File: src/rtl/la_pkg.sv
// Shared types for the logic-analyzer acquisition sequencer.
package la_pkg;

  typedef enum logic [1:0] {
    IDLE  = 2'd0,
    PRE   = 2'd1,
    ARMED = 2'd2,
    POST  = 2'd3
  } la_acq_st_t;

  localparam int unsigned LA_CW = 32;

endpackage

File: src/rtl/axi4_stream_if.sv
// AXI4-Stream bundle: d = destination (sink) view, s = source view.
interface axi4_stream_if #(
  parameter int unsigned DN = 1,
  parameter type DT = logic [7:0]
) (
  input logic ACLK,
  input logic ARESETn
);

  DT    [DN-1:0] TDATA;
  logic [DN-1:0] TKEEP;
  logic          TVALID;
  logic          TREADY;
  logic          TLAST;
  logic          transf;

  assign transf = TVALID & TREADY;

  modport d (
    input  ACLK, ARESETn, TDATA, TKEEP, TVALID, TLAST, transf,
    output TREADY
  );

  modport s (
    input  ACLK, ARESETn, TREADY, transf,
    output TDATA, TKEEP, TVALID, TLAST
  );

endinterface

File: src/rtl/la_trg_pos.sv
// Lowest-set-lane priority encoder for the masked trigger vector; pos = DN when none set.
module la_trg_pos #(
  parameter int unsigned DN = 1
) (
  input  logic [DN-1:0]      vec,
  output logic               hit,
  output logic [$clog2(DN):0] pos
);

  localparam int unsigned PW = $clog2(DN) + 1;

  always_comb begin
    hit = |vec;
    pos = PW'(DN);
    for (int i = int'(DN) - 1; i >= 0; i--) begin
      if (vec[i]) pos = PW'(i);
    end
  end

endmodule

File: src/rtl/la_acq_ctl.sv
// Logic-analyzer acquisition sequencer: pre-trigger fill, trigger qualify, post count, stop/re-arm.
//   state | meaning
//   IDLE  | stream dropped, waiting for ctl_acq
//   PRE   | filling pre-trigger window, triggers ignored
//   ARMED | waiting for hardware or software trigger
//   POST  | counting post-trigger beats up to TLAST
module la_acq_ctl
  import la_pkg::*;
#(
  parameter int unsigned DN = 1,
  parameter type DT = logic [7:0],
  parameter int unsigned CW = LA_CW
) (
  axi4_stream_if.d            sti,
  axi4_stream_if.s            sto,
  input  logic                ctl_rst,
  input  logic                ctl_acq,
  input  logic                ctl_stp,
  input  logic                ctl_trg,
  input  logic                cfg_con,
  input  logic [CW-1:0]       cfg_pre,
  input  logic [CW-1:0]       cfg_pst,
  input  logic [DN-1:0]       trg,
  output logic                sts_acq,
  output logic                sts_arm,
  output logic                sts_trg,
  output logic [CW-1:0]       sts_pre,
  output logic [CW-1:0]       sts_pst,
  output logic [$clog2(DN):0] sts_pos,
  output logic                evt_stp
);

  localparam int unsigned PW = $clog2(DN) + 1;

  la_acq_st_t    state, nxt, ent_st;
  logic          transf, hw_hit, trg_any, last_beat;
  logic          trg_pnd, pnd_nxt;
  logic          clr, evt_set, pre_inc, pst_inc, accept, done;
  logic [PW-1:0] hw_pos;
  logic [CW-1:0] pre_lim, pst_lim;
  DT    [DN-1:0] dat;

  la_trg_pos #(.DN(DN)) u_trg_pos (
    .vec (trg & sti.TKEEP),
    .hit (hw_hit),
    .pos (hw_pos)
  );

  // Zero-latency pass-through; IDLE sinks and discards the stream.
  assign dat         = sti.TDATA;
  assign sto.TDATA   = dat;
  assign sto.TKEEP   = sti.TKEEP;
  assign sto.TVALID  = sti.TVALID & (state != IDLE);
  assign sti.TREADY  = (state == IDLE) ? 1'b1 : sto.TREADY;
  assign sto.TLAST   = last_beat;

  assign transf  = sti.transf;
  assign trg_any = hw_hit | ctl_trg | trg_pnd;
  assign pre_lim = cfg_pre - CW'(1);
  assign pst_lim = cfg_pst - CW'(1);
  assign ent_st  = (cfg_pre == '0) ? ARMED : PRE;
  assign sts_acq = (state != IDLE);
  assign sts_arm = (state == ARMED);

  assign last_beat = ((state == ARMED) && trg_any && (cfg_pst == '0)) ||
                     ((state == POST) && (sts_pst == pst_lim));

  always_comb begin
    nxt     = state;
    clr     = 1'b0;
    evt_set = 1'b0;
    pre_inc = 1'b0;
    pst_inc = 1'b0;
    accept  = 1'b0;
    done    = 1'b0;
    pnd_nxt = trg_pnd;
    if ((state != IDLE) && ctl_stp) begin
      nxt     = IDLE;
      evt_set = 1'b1;
      pnd_nxt = 1'b0;
    end else begin
      case (state)
        IDLE: begin
          if (ctl_acq && !ctl_stp) begin
            nxt = ent_st;
            clr = 1'b1;
          end
        end
        PRE: begin
          if (transf) begin
            pre_inc = 1'b1;
            if (sts_pre == pre_lim) nxt = ARMED;
          end
        end
        ARMED: begin
          if (transf && trg_any) begin
            accept  = 1'b1;
            pnd_nxt = 1'b0;
            if (cfg_pst == '0) done = 1'b1;
            else               nxt  = POST;
          end else if (ctl_trg) begin
            pnd_nxt = 1'b1;
          end
        end
        POST: begin
          if (transf) begin
            pst_inc = 1'b1;
            if (sts_pst == pst_lim) done = 1'b1;
          end
        end
        default: nxt = IDLE;
      endcase
    end
    // Continuous mode restarts the next capture on the edge that ends this one.
    if (done) begin
      evt_set = 1'b1;
      nxt     = cfg_con ? ent_st : IDLE;
      clr     = cfg_con;
      pnd_nxt = 1'b0;
    end
  end

  always_ff @(posedge sti.ACLK or negedge sti.ARESETn) begin
    if (!sti.ARESETn) begin
      state <= IDLE;
    end else if (ctl_rst) begin
      state <= IDLE;
    end else begin
      state <= nxt;
    end
  end

  always_ff @(posedge sti.ACLK or negedge sti.ARESETn) begin
    if (!sti.ARESETn) begin
      sts_pre <= '0;
      sts_pst <= '0;
      sts_trg <= 1'b0;
      sts_pos <= '0;
      evt_stp <= 1'b0;
      trg_pnd <= 1'b0;
    end else if (ctl_rst) begin
      sts_pre <= '0;
      sts_pst <= '0;
      sts_trg <= 1'b0;
      sts_pos <= '0;
      evt_stp <= 1'b0;
      trg_pnd <= 1'b0;
    end else begin
      evt_stp <= evt_set;
      trg_pnd <= pnd_nxt;
      if (clr) begin
        sts_pre <= '0;
        sts_pst <= '0;
        sts_trg <= 1'b0;
        sts_pos <= '0;
      end else begin
        if (pre_inc) sts_pre <= sts_pre + CW'(1);
        if (pst_inc) sts_pst <= sts_pst + CW'(1);
        if (accept) begin
          sts_trg <= 1'b1;
          sts_pos <= hw_hit ? hw_pos : PW'(DN);
        end
      end
    end
  end

endmodule

File: src/flat_wrapper.sv
// flat-port wrapper written by rule: the top's interface ports become plain ports
module la_acq_ctl_flat import la_pkg::*;
#(
  parameter int unsigned DN = 1,
  parameter type DT = logic [7:0],
  parameter int unsigned CW = LA_CW
)
  (ctl_rst, ctl_acq, ctl_stp, ctl_trg, cfg_con, cfg_pre, cfg_pst, trg, sts_acq, sts_arm, sts_trg, sts_pre, sts_pst, sts_pos, evt_stp, ACLK, ARESETn, sti_TDATA, sti_TKEEP, sti_TVALID, sti_TLAST, sti_TREADY, sto_TREADY, sto_TDATA, sto_TKEEP, sto_TVALID, sto_TLAST);
  axi4_stream_if #(.DN(DN), .DT(DT)) sti_i (.ACLK(ACLK), .ARESETn(ARESETn));
  axi4_stream_if #(.DN(DN), .DT(DT)) sto_i (.ACLK(ACLK), .ARESETn(ARESETn));
  input  logic ctl_rst;
  input  logic ctl_acq;
  input  logic ctl_stp;
  input  logic ctl_trg;
  input  logic cfg_con;
  input  logic [CW-1:0] cfg_pre;
  input  logic [CW-1:0] cfg_pst;
  input  logic [DN-1:0] trg;
  output logic sts_acq;
  output logic sts_arm;
  output logic sts_trg;
  output logic [CW-1:0] sts_pre;
  output logic [CW-1:0] sts_pst;
  output logic [$clog2(DN):0] sts_pos;
  output logic evt_stp;
  input wire logic ACLK;
  input wire logic ARESETn;
  input wire logic [$bits(sti_i.TDATA)-1:0] sti_TDATA;
  input wire logic [$bits(sti_i.TKEEP)-1:0] sti_TKEEP;
  input wire logic [$bits(sti_i.TVALID)-1:0] sti_TVALID;
  input wire logic [$bits(sti_i.TLAST)-1:0] sti_TLAST;
  output wire logic [$bits(sti_i.TREADY)-1:0] sti_TREADY;
  input wire logic [$bits(sto_i.TREADY)-1:0] sto_TREADY;
  output wire logic [$bits(sto_i.TDATA)-1:0] sto_TDATA;
  output wire logic [$bits(sto_i.TKEEP)-1:0] sto_TKEEP;
  output wire logic [$bits(sto_i.TVALID)-1:0] sto_TVALID;
  output wire logic [$bits(sto_i.TLAST)-1:0] sto_TLAST;
  assign sti_i.TDATA = sti_TDATA;
  assign sti_i.TKEEP = sti_TKEEP;
  assign sti_i.TVALID = sti_TVALID;
  assign sti_i.TLAST = sti_TLAST;
  assign sti_TREADY = sti_i.TREADY;
  assign sto_i.TREADY = sto_TREADY;
  assign sto_TDATA = sto_i.TDATA;
  assign sto_TKEEP = sto_i.TKEEP;
  assign sto_TVALID = sto_i.TVALID;
  assign sto_TLAST = sto_i.TLAST;
  la_acq_ctl #(.DN(DN), .DT(DT), .CW(CW)) u_core (.sti(sti_i), .sto(sto_i), .ctl_rst(ctl_rst), .ctl_acq(ctl_acq), .ctl_stp(ctl_stp), .ctl_trg(ctl_trg), .cfg_con(cfg_con), .cfg_pre(cfg_pre), .cfg_pst(cfg_pst), .trg(trg), .sts_acq(sts_acq), .sts_arm(sts_arm), .sts_trg(sts_trg), .sts_pre(sts_pre), .sts_pst(sts_pst), .sts_pos(sts_pos), .evt_stp(evt_stp));
endmodule
File: config.mk
export PLATFORM = sky130hd
export DESIGN_NAME = la_acq_ctl_flat
export DESIGN_NICKNAME = d
export VERILOG_FILES = /design/src/rtl/la_pkg.sv /design/src/rtl/axi4_stream_if.sv /design/src/rtl/la_trg_pos.sv /design/src/rtl/la_acq_ctl.sv /design/src/flat_wrapper.sv
export SDC_FILE = /design/constraint.sdc
export NUM_CORES = 1
export LEC_CHECK = 0
export CAP_MARGIN = 20
export CORE_MARGIN = 4
export CORE_UTILIZATION = 39
export CTS_CLUSTER_DIAMETER = 120
export DETAILED_ROUTE_END_ITERATION = 6
export GPL_ROUTABILITY_DRIVEN = 0
export MAX_ROUTING_LAYER = met4
export PLACE_DENSITY = 0.67
export SYNTH_ARGS = -nofsm -noshare
export SYNTH_HDL_FRONTEND = slang
export SYNTH_SLANG_ARGS = --single-unit
export TNS_END_PERCENT = 50
File: constraint.sdc
create_clock -name ACLK -period 7.3 [get_ports ACLK]
set_input_delay 0.73 -clock ACLK [delete_from_list [all_inputs] [get_ports ACLK]]
set_output_delay 0.73 -clock ACLK [all_outputs]
set_load 0.02 [all_outputs]
# [Word level (Yosys, flattened, before mapping)]
# Index checks and enable logic that the tools add are counted.
[word_totals] register_bits=70 in_bits=84 output_inout_bits=81 wordCells=98
[op_classes] addsub=4 eq_ne=10 muxes=52 bitwise=5 n_reduce_logical=20
[op_table] cell="$mux 32" count=6
[op_table] cell="$add 32x1->32 const B" count=2
[op_table] cell="$eq 32x32->1" count=2
[op_table] cell="$logic_not 32->1" count=2
[op_table] cell="$sub 32x1->32 const B" count=2
[op_table] cell="$mux 1" count=34
[op_table] cell="$mux 2" count=10
[op_table] cell="$ne 5x2->1 const B" count=3
[op_table] cell="$ne 5x4->1 const B" count=2
[op_table] cell="$reduce_bool 3->1" count=3
[op_table] cell="$logic_and 1x1->1" count=6
[op_table] cell="$pmux 2 s3" count=1
[op_table] cell="$reduce_and 6->1" count=1
[op_table] cell="$reduce_bool 6->1" count=1
[op_table] cell="$reduce_bool 5->1" count=1
[op_table] cell="$eq 2x2->1 const B" count=2
[op_table] cell="$reduce_bool 4->1" count=1
[op_table] cell="$and 1x1->1" count=3
[op_table] cell="$eq 2x1->1 const B" count=1
[op_table] cell="$logic_not 2->1" count=1
[op_table] cell="$or 1x1->1" count=2
[op_table] cell="$pmux 1 s2" count=1
[op_table] cell="$reduce_and 2->1" count=1
[op_table] cell="$reduce_bool 2->1" count=1
[op_table] cell="other kinds (2)" count=2

# [Longest topological paths before layout]
# Gate-level depths: netlist of the first run.
[logic_depth] word_depth=10 mapped_depth=16 ltp_nobuf=12

# [Modules after synthesis]
# From an unflattened synthesis of the first run, not the netlist that was laid out.
[unflattened] cells_unflattened=830 hier_area_um2=6353.6
[modules_own_cells] mod="la_acq_ctl" n_inst=1 cells_per_inst=826 area_each_um2=6329.8 seq_area_each_um2=1751.7
[modules_own_cells] mod="la_acq_ctl_flat" n_inst=1 cells_per_inst=2 area_each_um2=12.5 seq_area_each_um2=0.0
[modules_own_cells] mod="la_trg_pos" n_inst=1 cells_per_inst=2 area_each_um2=11.3 seq_area_each_um2=0.0

# [Worst setup path before layout of the first run]
# OpenSTA, ideal clock, no wires.
[synth_timing] kind="input to register" start="in cfg_pst[9]" end="reg u_core.sts_pre[0]" setup_time_ps=96 arrival_ps=4184 t_required_ps=7204 slack_ps=3021 cell_stages=14 path_buffers=4 path_cell_list="buf_6 or4_1 buf_2 or4_4 or4_4 xnor2_2 nor4b_2 nand3_1 o22ai_2 nand2_2 and3_1 buf_6 buf_6 nor4_2"
[synth_between] elab_chain_cells=9
[synth_rtl] element="from (decl)" line="flat_wrapper.sv:17" text="input logic [CW-1:0] cfg_pst;"
[synth_rtl] element="$sub 32x1->32" line="la_acq_ctl.sv:60" text="assign pst_lim = cfg_pst - CW'(1);"
[synth_rtl] element="$eq 32x32->1" line="la_acq_ctl.sv:108" text="if (sts_pst == pst_lim) done = 1'b1;"
[synth_rtl] element="$mux 1" line="la_acq_ctl.sv:108"
[synth_rtl] element="$mux 1" line="la_acq_ctl.sv:106" text="if (transf) begin"
[synth_rtl] element="$pmux 1 s2 *" line="la_acq_ctl.sv:82" text="case (state)"
[synth_rtl] element="$mux 1 *" line="la_acq_ctl.sv:77" text="if ((state != IDLE) && ctl_stp) begin"
[synth_rtl] element="$mux 1 *" line="la_acq_ctl.sv:115" text="if (done) begin"
[synth_rtl] element="$mux 32" line="la_acq_ctl.sv:151" text="if (clr) begin"
[synth_rtl] element="$mux 32" line="la_acq_ctl.sv:141" text="end else if (ctl_rst) begin"
[synth_rtl] element="to (signal assigned)" line="la_acq_ctl.sv:157" text="if (pre_inc) sts_pre <= sts_pre + CW'(1);"
[synth_rtl] element="to (decl)" line="la_acq_ctl.sv:27" text="output logic [CW-1:0] sts_pre,"
# Every way passes the cells marked *; elsewhere a longest branch is shown, timed or not.
# A chain may end at the register's enable or synchronous reset.

# [Worst setup path after layout of the first run]
[layout_timing] start="in cfg_pst[4]" end="out sto_TLAST"
[layout_between] elab_chain_cells=4
[layout_rtl] element="$sub 32x1->32" line="la_acq_ctl.sv:60"
[layout_rtl] element="$eq 32x32->1" line="la_acq_ctl.sv:66" text="((state == POST) && (sts_pst == pst_lim));"
[layout_rtl] element="$logic_and 1x1->1" line="la_acq_ctl.sv:66"
[layout_rtl] element="$logic_or 1x1->1 *" line="la_acq_ctl.sv:65" text="assign last_beat = ((state == ARMED) && trg_any && (cfg_pst == '0)) ||"
[layout_rtl] element="to (decl)" line="flat_wrapper.sv:37" text="output wire logic [$bits(sto_i.TLAST)-1:0] sto_TLAST;"
# Marks and branches as above.

==> results of run 1 <==
[worst paths after layout]
check	to	cells after the start	startpoint	slack, ns
setup / recovery	sto_TLAST	9	cfg_pst[4]	1.85
hold / removal	u_core.sts_pst[14]	2	ARESETn	0.57
setup reg to reg	u_core.sts_pst[8]	11	u_core.sts_pst[28]	3.55
hold reg to reg	u_core.sts_trg	2	u_core.sts_trg	0.62
max in group asynchronous	u_core.sts_pst[4]	2	ARESETn	6.08
min in group ACLK	u_core.sts_trg	2	u_core.sts_trg	0.62
[registers in the layout (all words and copies together) (netlist names)]
register,flops
u_core.sts_pre,32
u_core.sts_pos,1
u_core.sts_trg,1
u_core.state,2
u_core.evt_stp,1
u_core.sts_pst,32
u_core.trg_pnd,1
[synth_stat cells, drive strengths merged (13+ instances only)]
cell	n	area share, %
and3	19	1.7
nand3	42	3.2
o21ai	13	0.96
xnor2	67	8.7
nor2	56	3.1
buf	34	4.4
nor3	34	2.5
nand2	55	3.1
xor2	72	9.3
or4	17	2.0
clkbuf	14	0.77
nor4	90	13
dfrtp	70	26
nand4	28	2.6
[final cells by class]
cell class	instances	area [sq um]
fillers	1658	8620
inverters	12	45.0
well taps	225	282
diodes	1	2.50
clock inverters	7	73.8
repair buffers	151	1500
flip-flops and latches	70	1750
clock buffers	9	225
multi-input cells	650	4680
[layer usage]
layer | global-route usage, % | vias up
met4 | 5.66 | 0
li1 | - | 3121
met1 | 27.3 | 3106
met2 | 33.5 | 191
met5 | - | -
met3 | 5.05 | 24
[worst max-delay path, stage by stage]
cell             delay, ns
clkdlybuf4s50_1       0.52
or4_1                 0.75
or4_4                 0.63
or4_4                 0.51
xnor2_2               0.17
nor4b_2               0.30
nand3_1               0.13
o22ai_2               0.26
clkdlybuf4s50_1       0.70
[power breakdown]
part           internal [uW]  switching (uW)  total [uW]
clock network            265             182         447
logic                    147             229         375
registers                397            8.86         406
[metrics by stage]
| step | instance area, sq um | util [%] | worst slack [ns] | cells | hold WS [ns] |
|---|---|---|---|---|---|
| detailed placement | 8260 | 48.1 | 1.88 | 1108 | 0.607 |
| floorplan | 6810 | - | 3.02 | 780 | 0.434 |
| CTS | 8560 | 49.8 | 1.87 | 1124 | 0.626 |
| global route | 8560 | 49.8 | 1.64 | 1125 | 0.640 |
| global placement | 8260 | 48.1 | 1.90 | 1108 | 0.610 |
| finish | 8560 | 49.8 | 1.85 | 1125 | 0.569 |
[placed cells by master (no fill, tap or decap), types with 12 or more instances in the layout]
cell             count
and3_1              18
or4_1               15
clkdlybuf4s50_1    146
nand2_1             54
nand4_1             28
inv_1               12
nor2_1              56
nand3_1             41
o21ai_0             12
xor2_1              72
xnor2_1             66
nor4_1              38
dfrtp_1             70
nor4_2              52
nor2b_1             12
nor3_1              34
[cell families after synthesis]
| logic type | count (synthesis) | share of synthesized area (%) |
|---|---|---|
| flops | 70 | 25.7 |
| fa+ha+maj | 9 | 1.65 |
| xor+xnor | 139 | 18.0 |
| compound gates | 81 | 8.51 |
| mux | 14 | 2.11 |
| buf+inv | 60 | 5.88 |
| simple gates | 407 | 38.2 |
==> flow_summary.json, run 1 <==
{
  "setup_violations": 0,
  "io_pins": 165,
  "fin_tns_setup_ns": 0,
  "drt_wl_total_mm": 20.4,
  "yosys_warnings": 0,
  "track_usage_pct": 21.2,
  "hold_viol_final": 0,
  "start_util_pct": 39.7,
  "fin_crit_sh_pct": 74.6,
  "synth_edf_count": 0,
  "yosys_most_used_dff": "dfrtp_1",
  "dieHeight_um": 140,
  "core-area_sq_um": 17200,
  "wl_met3_mm": 1.17,
  "nets": 987,
  "maxCapViolCount": 0,
  "outcome": "finished, final reports clean",
  "syn-num-nets": 873,
  "die-area_sq_um": 19600,
  "postSynth.asyncResetShare_pct": 100,
  "synth_cell_types": 69,
  "first_pass_iters": 4,
  "cts_tree": "built",
  "syn-cell-area_sq_um": 6810,
  "crit_required_ns": 6.57,
  "synthCells": 780,
  "tightest_slew_ns": 1.06,
  "highest_layer": "met4",
  "clockBufferDepth": 2,
  "grt_pass1_wl_mm": 33.2,
  "crit_type": "input pin to output pin",
  "p_leak_uw": 0.00299,
  "ant_nets": 0,
  "routed-wl-met2_mm": 9.85,
  "ir_drop_v": 0.000119,
  "met1Wirelength_mm": 9.13,
  "fmax_mhz": 184,
  "insertion_delay_ns": 0.35,
  "critPathCaptureType": "output pin",
  "synth-seq-cells": 70,
  "grt_antenna_before_repair": 1,
  "p_total_uw": 1230,
  "postCtsSetupBuffers": 0,
  "cp_max_fo": 10,
  "fp.dieW_um": 140,
  "period_needed_ns": 5.45,
  "grt_max_degree": 71,
  "route.detailed.drc": 0,
  "cp.arrival_ns": 4.72,
  "wl_per_cell_um": 18.2,
  "viasPerCell": 5.73,
  "clk_root_buffer_cell": "clkbuf_16",
  "avgSynthCellArea_sq_um": 8.73,
  "cts_hold_buffers": 0,
  "seq_area_frac_synth_pct": 25.7,
  "skew_ns": 0.00887,
  "syn2layout_area_growth_pct": 25.7,
  "drt-initial-drc-count": 381,
  "io_buffer_count": 147,
  "grt_pass1_vias": 6249,
  "slew_violations": 0,
  "rsz0062_at_grt": "no",
  "num_rows": 48,
  "vias": 6442,
  "clkTransAtPathRegs_ns": 0.06,
  "htreeDepth": 3,
  "slew_headroom_pct": 29.4,
  "setup.worst_path.start_class": "input pin",
  "dp_hpwl_mm": 15.3,
  "power_density_nw_per_um2": 144,
  "clock-sinks": 70,
  "cts_buffers": 9,
  "hold_path.class": "input pin to async pin",
  "cts_resized": 0,
  "final_layout_size_suffix_gt1_share_pct": 10.7,
  "grt_overflow": 0
}
(Power assumes the default switching activity.)
==> inputs of run 2 (changes only) <==
- PLACE_DENSITY: 0.67 -> 0.7
- clock period: 7.3 -> 4.7 ns (I/O delays scaled with it)
==> run 2 against run 1 <==
Clock power rose by 54%. Design area increased by 3.4%. Sequential share of layout area decreased by 0.68 points. Worst hold slack got worse by 0.44 ns. Highest routed layer unchanged. Largest cell class unchanged. Total power up 58%. Final cell count is 2.7% higher. Critical endpoint unchanged. Critical path type unchanged. Count of clock-buffer cells in the layout unchanged.
==> flow_summary.json, run 2 (same netlist as run 1, synthesis figures left out) <==
{
  "switchingPower_uw": 659,
  "setup.worst_path.start_class": "input pin",
  "cp_max_fo": 6,
  "dp_hpwl_mm": 16.1,
  "vias": 6721,
  "ant_nets": 0,
  "fillCellCount": 1628,
  "pwr-share-seq_pct": 32.5,
  "slowest_stage": "clkdlybuf4s50_1",
  "power_frac_comb_pct": 32.1,
  "final_cell_mix": "clkdlybuf4s50_1, xor2_1, dfrtp_1",
  "dp_slack_ns": 0.167,
  "instances_no_fill": 1155,
  "crit_required_ns": 4.23,
  "placed_area_sq_um": 8550,
  "drt_wl_total_mm": 20.7,
  "p_leak_uw": 0.00315,
  "critPathCaptureType": "output pin",
  "viasPerCell": 5.82,
  "slew_violations": 0,
  "htreeDepth": 3,
  "insertion_delay_ns": 0.34,
  "final_layout_size_suffix_gt1_share_pct": 13.5,
  "cts_tree": "built",
  "hold_viol_final": 0,
  "io_buffer_count": 147,
  "layout_setup_ws_ns": 0.174,
  "fin_area_sq_um": 8850,
  "grt_antenna_before_repair": 2,
  "clock-sinks": 70,
  "setup_violations": 0,
  "fmax_mhz": 221,
  "route.detailed.drc": 0,
  "slew_headroom_pct": 49.5,
  "track_usage_pct": 21.3,
  "fin_tns_setup_ns": 0,
  "fin_crit_sh_pct": 96.3,
  "ir_drop_v": 0.000197,
  "p_total_uw": 1940,
  "outcome": "finished, final reports clean",
  "top_regs": "u_core.sts_pre (32), u_core.sts_pst (32), u_core.state (2)",
  "clockBufferDepth": 2,
  "grt_pass1_vias": 6356,
  "num_rows": 48,
  "power_density_nw_per_um2": 219,
  "cp.arrival_ns": 4.06,
  "cpLargestDelayFamily": "buffers and inverters",
  "drt-initial-drc-count": 480,
  "slowest_delay_ns": 0.65,
  "p_clk_share_pct": 35.5,
  "grt_pass1_wl_mm": 33.6,
  "final_common_cell": "clkdlybuf4s50_1",
  "grt_max_degree": 46,
  "crit_top_cell": "clkdlybuf4s50_1",
  "clk_root_buffer_cell": "clkbuf_16",
  "dp_cells": 1137,
  "maxCapViolCount": 0,
  "hold_path.class": "input pin to async pin",
  "io_pins": 165,
  "skew_ns": 0.0106,
  "nets": 1016,
  "rsz0062_at_grt": "no",
  "start_util_pct": 39.7,
  "clkTransAtPathRegs_ns": 0.06,
  "die-area_sq_um": 19600,
  "dieHeight_um": 140,
  "cp_cell_sequence": "clkdlybuf4s50_1, inv_1, ha_1, or3b_1, or4b_4, a2111oi_1, o22ai_1, a211oi_2, nand2_1, o22ai_2, clkdlybuf4s50_1",
  "tightest_slew_ns": 0.756,
  "swShare_pct": 33.9,
  "critPathBufInv": 3,
  "fp.dieW_um": 140,
  "core-area_sq_um": 17200,
  "syn2layout_area_growth_pct": 30.0,
  "grt_overflow": 0,
  "first_pass_iters": 5,
  "wl_per_cell_um": 17.9,
  "crit_type": "input pin to output pin",
  "p_int_uw": 1280,
  "period_needed_ns": 4.53,
  "cts_buffers": 9
}
-- run 2: cell count changes in the layout (fill, tap and decap cells not counted), sizes merged --
cell	change
buf	+29
clkinv	-2
clkinvlp	+1
diode	+1
inv	+1
-- run 2: final timing paths --
kind | from | to | slack (ns) | cells after the start
max | cfg_pst[0] | sto_TLAST | 0.17 | 11
min | ARESETn | u_core.sts_pre[22] | 0.13 | 1
max reg2reg | u_core.state[0] | u_core.sts_pre[29] | 1.09 | 12
min reg2reg | u_core.sts_trg | u_core.sts_trg | 0.62 | 2
max in group asynchronous | ARESETn | u_core.sts_pst[21] | 3.50 | 2
min in group ACLK | u_core.sts_trg | u_core.sts_trg | 0.62 | 2
-- run 2: what timing repair did --
item | 4_1_cts | 5_1_grt
endpoints found under the setup margin | 0 | 1
gates resized for setup | 0 | 1
hold buffers | 0 | 0
buffers inserted | 0 | 0
endpoints found under the hold margin | 0 | 0
-- run 2: final cells by class --
cell class	count	area [sq um]	area share, %
clock buffer	9	225	2.54
timing repair buffer	180	1790	20.2
tap	225	282	3.18
antenna	2	5.00	0.0565
clock inverter	7	72.6	0.820
sequential	70	1750	19.8
multi-input combinational	650	4680	52.9
inverter	12	45.0	0.509
-- run 2: layer usage --
metal,GRT usage (%),vias up,routed length [um]
met3,3.18,41,1340
met5,-,-,0
li1,-,3188,-
met1,28.6,3225,9090
met4,6.68,0,486
met2,33.0,267,9760
-- run 2: power by group through the flow --
stage	sequential (uW)	clock (uW)	combinational [uW]
3_3_place_gp	641	0	609
3_5_place_dp	641	0	614
2_1_floorplan	643	0	373
6_report	630	689	622
4_1_cts	630	702	618
5_1_grt	632	730	678
-- run 2: per-stage QoR --
stage / utilization (%) / hold slack, ns
floorplan: - / 0.174
global placement: 49.8 / 0.511
detailed placement: 49.8 / 0.510
CTS: 51.5 / 0.147
global route: 51.6 / 0.177
finish: 51.6 / 0.133
==> inputs of run 3 (changes only) <==
- CORE_UTILIZATION: 39 -> 30
- PLACE_DENSITY: 0.7 -> 0.57
==> run 3 against run 2 <==
Combinational power grew 0.8%. Flip-flop and latch count is the same. Global-route usage shrank 3.6 points. Die area grew 28%. Critical path depth shrank 2. Critical path type unchanged. Setup slack gained 0.34 ns. Clock power shrank 7.4%. Sequential power is essentially flat. Critical endpoint unchanged.
==> flow_summary.json, run 3 (same netlist as run 1, synthesis figures left out) <==
{
  "io_pins": 165,
  "clkTransAtPathRegs_ns": 0.06,
  "start_util_pct": 30.8,
  "dieHeight_um": 159,
  "grt_overflow": 0,
  "top_regs": "u_core.sts_pre (32), u_core.sts_pst (32), u_core.state (2)",
  "first_pass_iters": 5,
  "critPathBufInv": 2,
  "outcome": "finished, final reports clean",
  "ir_drop_v": 0.000180,
  "final_layout_size_suffix_gt1_share_pct": 13.4,
  "setup_violations": 0,
  "wl_met3_um": 916,
  "skew_ns": 0.00886,
  "hold_viol_final": 0,
  "slowest_stage": "or4_1",
  "cts_tree": "built",
  "hold_path.class": "input pin to async pin",
  "fin_tns_setup_ns": 0,
  "slowest_delay_ns": 0.58,
  "grt_max_degree": 71,
  "viasPerCell": 5.41,
  "drt-initial-drc-count": 417,
  "num_rows": 54,
  "cp_cell_sequence": "clkdlybuf4s50_1, or4_1, or4_4, or4_4, xnor2_2, nor4b_2, nand3_1, o22ai_2, dlymetal6s2s_1",
  "cts_hold_buffers": 0,
  "final_common_cell": "clkdlybuf4s50_1",
  "cp.arrival_ns": 3.71,
  "slew_violations": 0,
  "crit_type": "input pin to output pin",
  "fmax_mhz": 239,
  "clock-sinks": 70,
  "power_density_nw_per_um2": 212,
  "fin_crit_sh_pct": 89.0,
  "dp_hpwl_mm": 17.0,
  "worst-r2r-cell-count": 11,
  "met1Wirelength_mm": 10.1,
  "clockBufferDepth": 2,
  "setup.worst_path.start_class": "input pin",
  "io_buffer_count": 147,
  "insertion_delay_ns": 0.34,
  "p_leak_uw": 0.00317,
  "cts_resized": 0,
  "fp.dieW_um": 159,
  "wl_per_cell_um": 18.2,
  "rsz0062_at_grt": "no",
  "crit_top_cell": "or4_4",
  "ant_nets": 0,
  "maxCapViolCount": 0,
  "reg2reg_setup_slack_ns": 1.36,
  "grt_pass1_wl_mm": 34.4,
  "htreeDepth": 3,
  "critPathCaptureType": "output pin",
  "core-area_sq_um": 22100,
  "route.detailed.drc": 0,
  "track_usage_pct": 17.7,
  "syn2layout_area_growth_pct": 31.0,
  "cts_buffers": 9,
  "instances_no_fill": 1212,
  "dp_cells": 1194,
  "die-area_sq_um": 25200,
  "clk_root_buffer_cell": "clkbuf_16",
  "vias": 6559,
  "nets": 1018,
  "cp_max_fo": 4,
  "slew_headroom_pct": 36.6,
  "cpLargestDelayFamily": "simple AND/OR/NAND/NOR gates",
  "crit_required_ns": 4.23,
  "postCtsSetupBuffers": 0,
  "tightest_slew_ns": 0.952,
  "period_needed_ns": 4.18,
  "final_cell_mix": "clkdlybuf4s50_1, xor2_1, dfrtp_1",
  "worstReg2RegStart": "u_core.sts_pst[18]",
  "drt_wl_total_mm": 22.1,
  "routed-wl-met2_mm": 10.7,
  "highest_layer": "met4",
  "timing.rr.end": "u_core.sts_pre[9]",
  "grt_pass1_vias": 6280,
  "grt_antenna_before_repair": 2
}
## run 3: layout make-up
type | count | area, sq um
Fill cell | 2218 | 13200
Sequential cell | 70 | 1750
Clock inverter | 4 | 22.5
Clock buffer | 12 | 246
Antenna cell | 2 | 5.00
Tap cell | 280 | 350
Timing Repair Buffer | 182 | 1820
Inverter | 12 | 45.0
Multi-Input combinational cell | 650 | 4680
## run 3: where the power goes
part	internal (uW)	switching, uW
Clock	369	269
Combinational	257	370
Sequential	617	14.8
Total	1240	654
## run 3: worst max-delay path by stage
stage                     startpoint                 to  cells after the start
after floorplan           cfg_pst[9]  u_core.sts_pre[0]                     14
after global placement    cfg_pst[0]          sto_TLAST                      9
after detailed placement  cfg_pst[0]          sto_TLAST                      9
after CTS                 cfg_pst[0]          sto_TLAST                      9
after global routing      cfg_pst[0]  u_core.sts_pre[9]                     15
final                     cfg_pst[0]          sto_TLAST                      9
## run 3: stage by stage
step	util [%]	hold slack, ns	worst slack (ns)	instance area (sq um)	power, uW
final	40.4	0.286	0.517	8930	1900
after global routing	40.4	0.371	0.292	8930	1990
after CTS	40.4	0.314	0.145	8920	1920
after detailed placement	39.1	0.569	0.151	8650	1260
after global placement	39.1	0.548	0.172	8650	1260
after floorplan	-	0.174	0.681	6810	1020
## run 3: per-layer routing
layer | global-route usage, % | vias up
met1 | 23.0 | 3166
met2 | 28.6 | 184
met5 | - | -
met4 | 4.83 | 0
met3 | 2.88 | 23
li1 | - | 3186
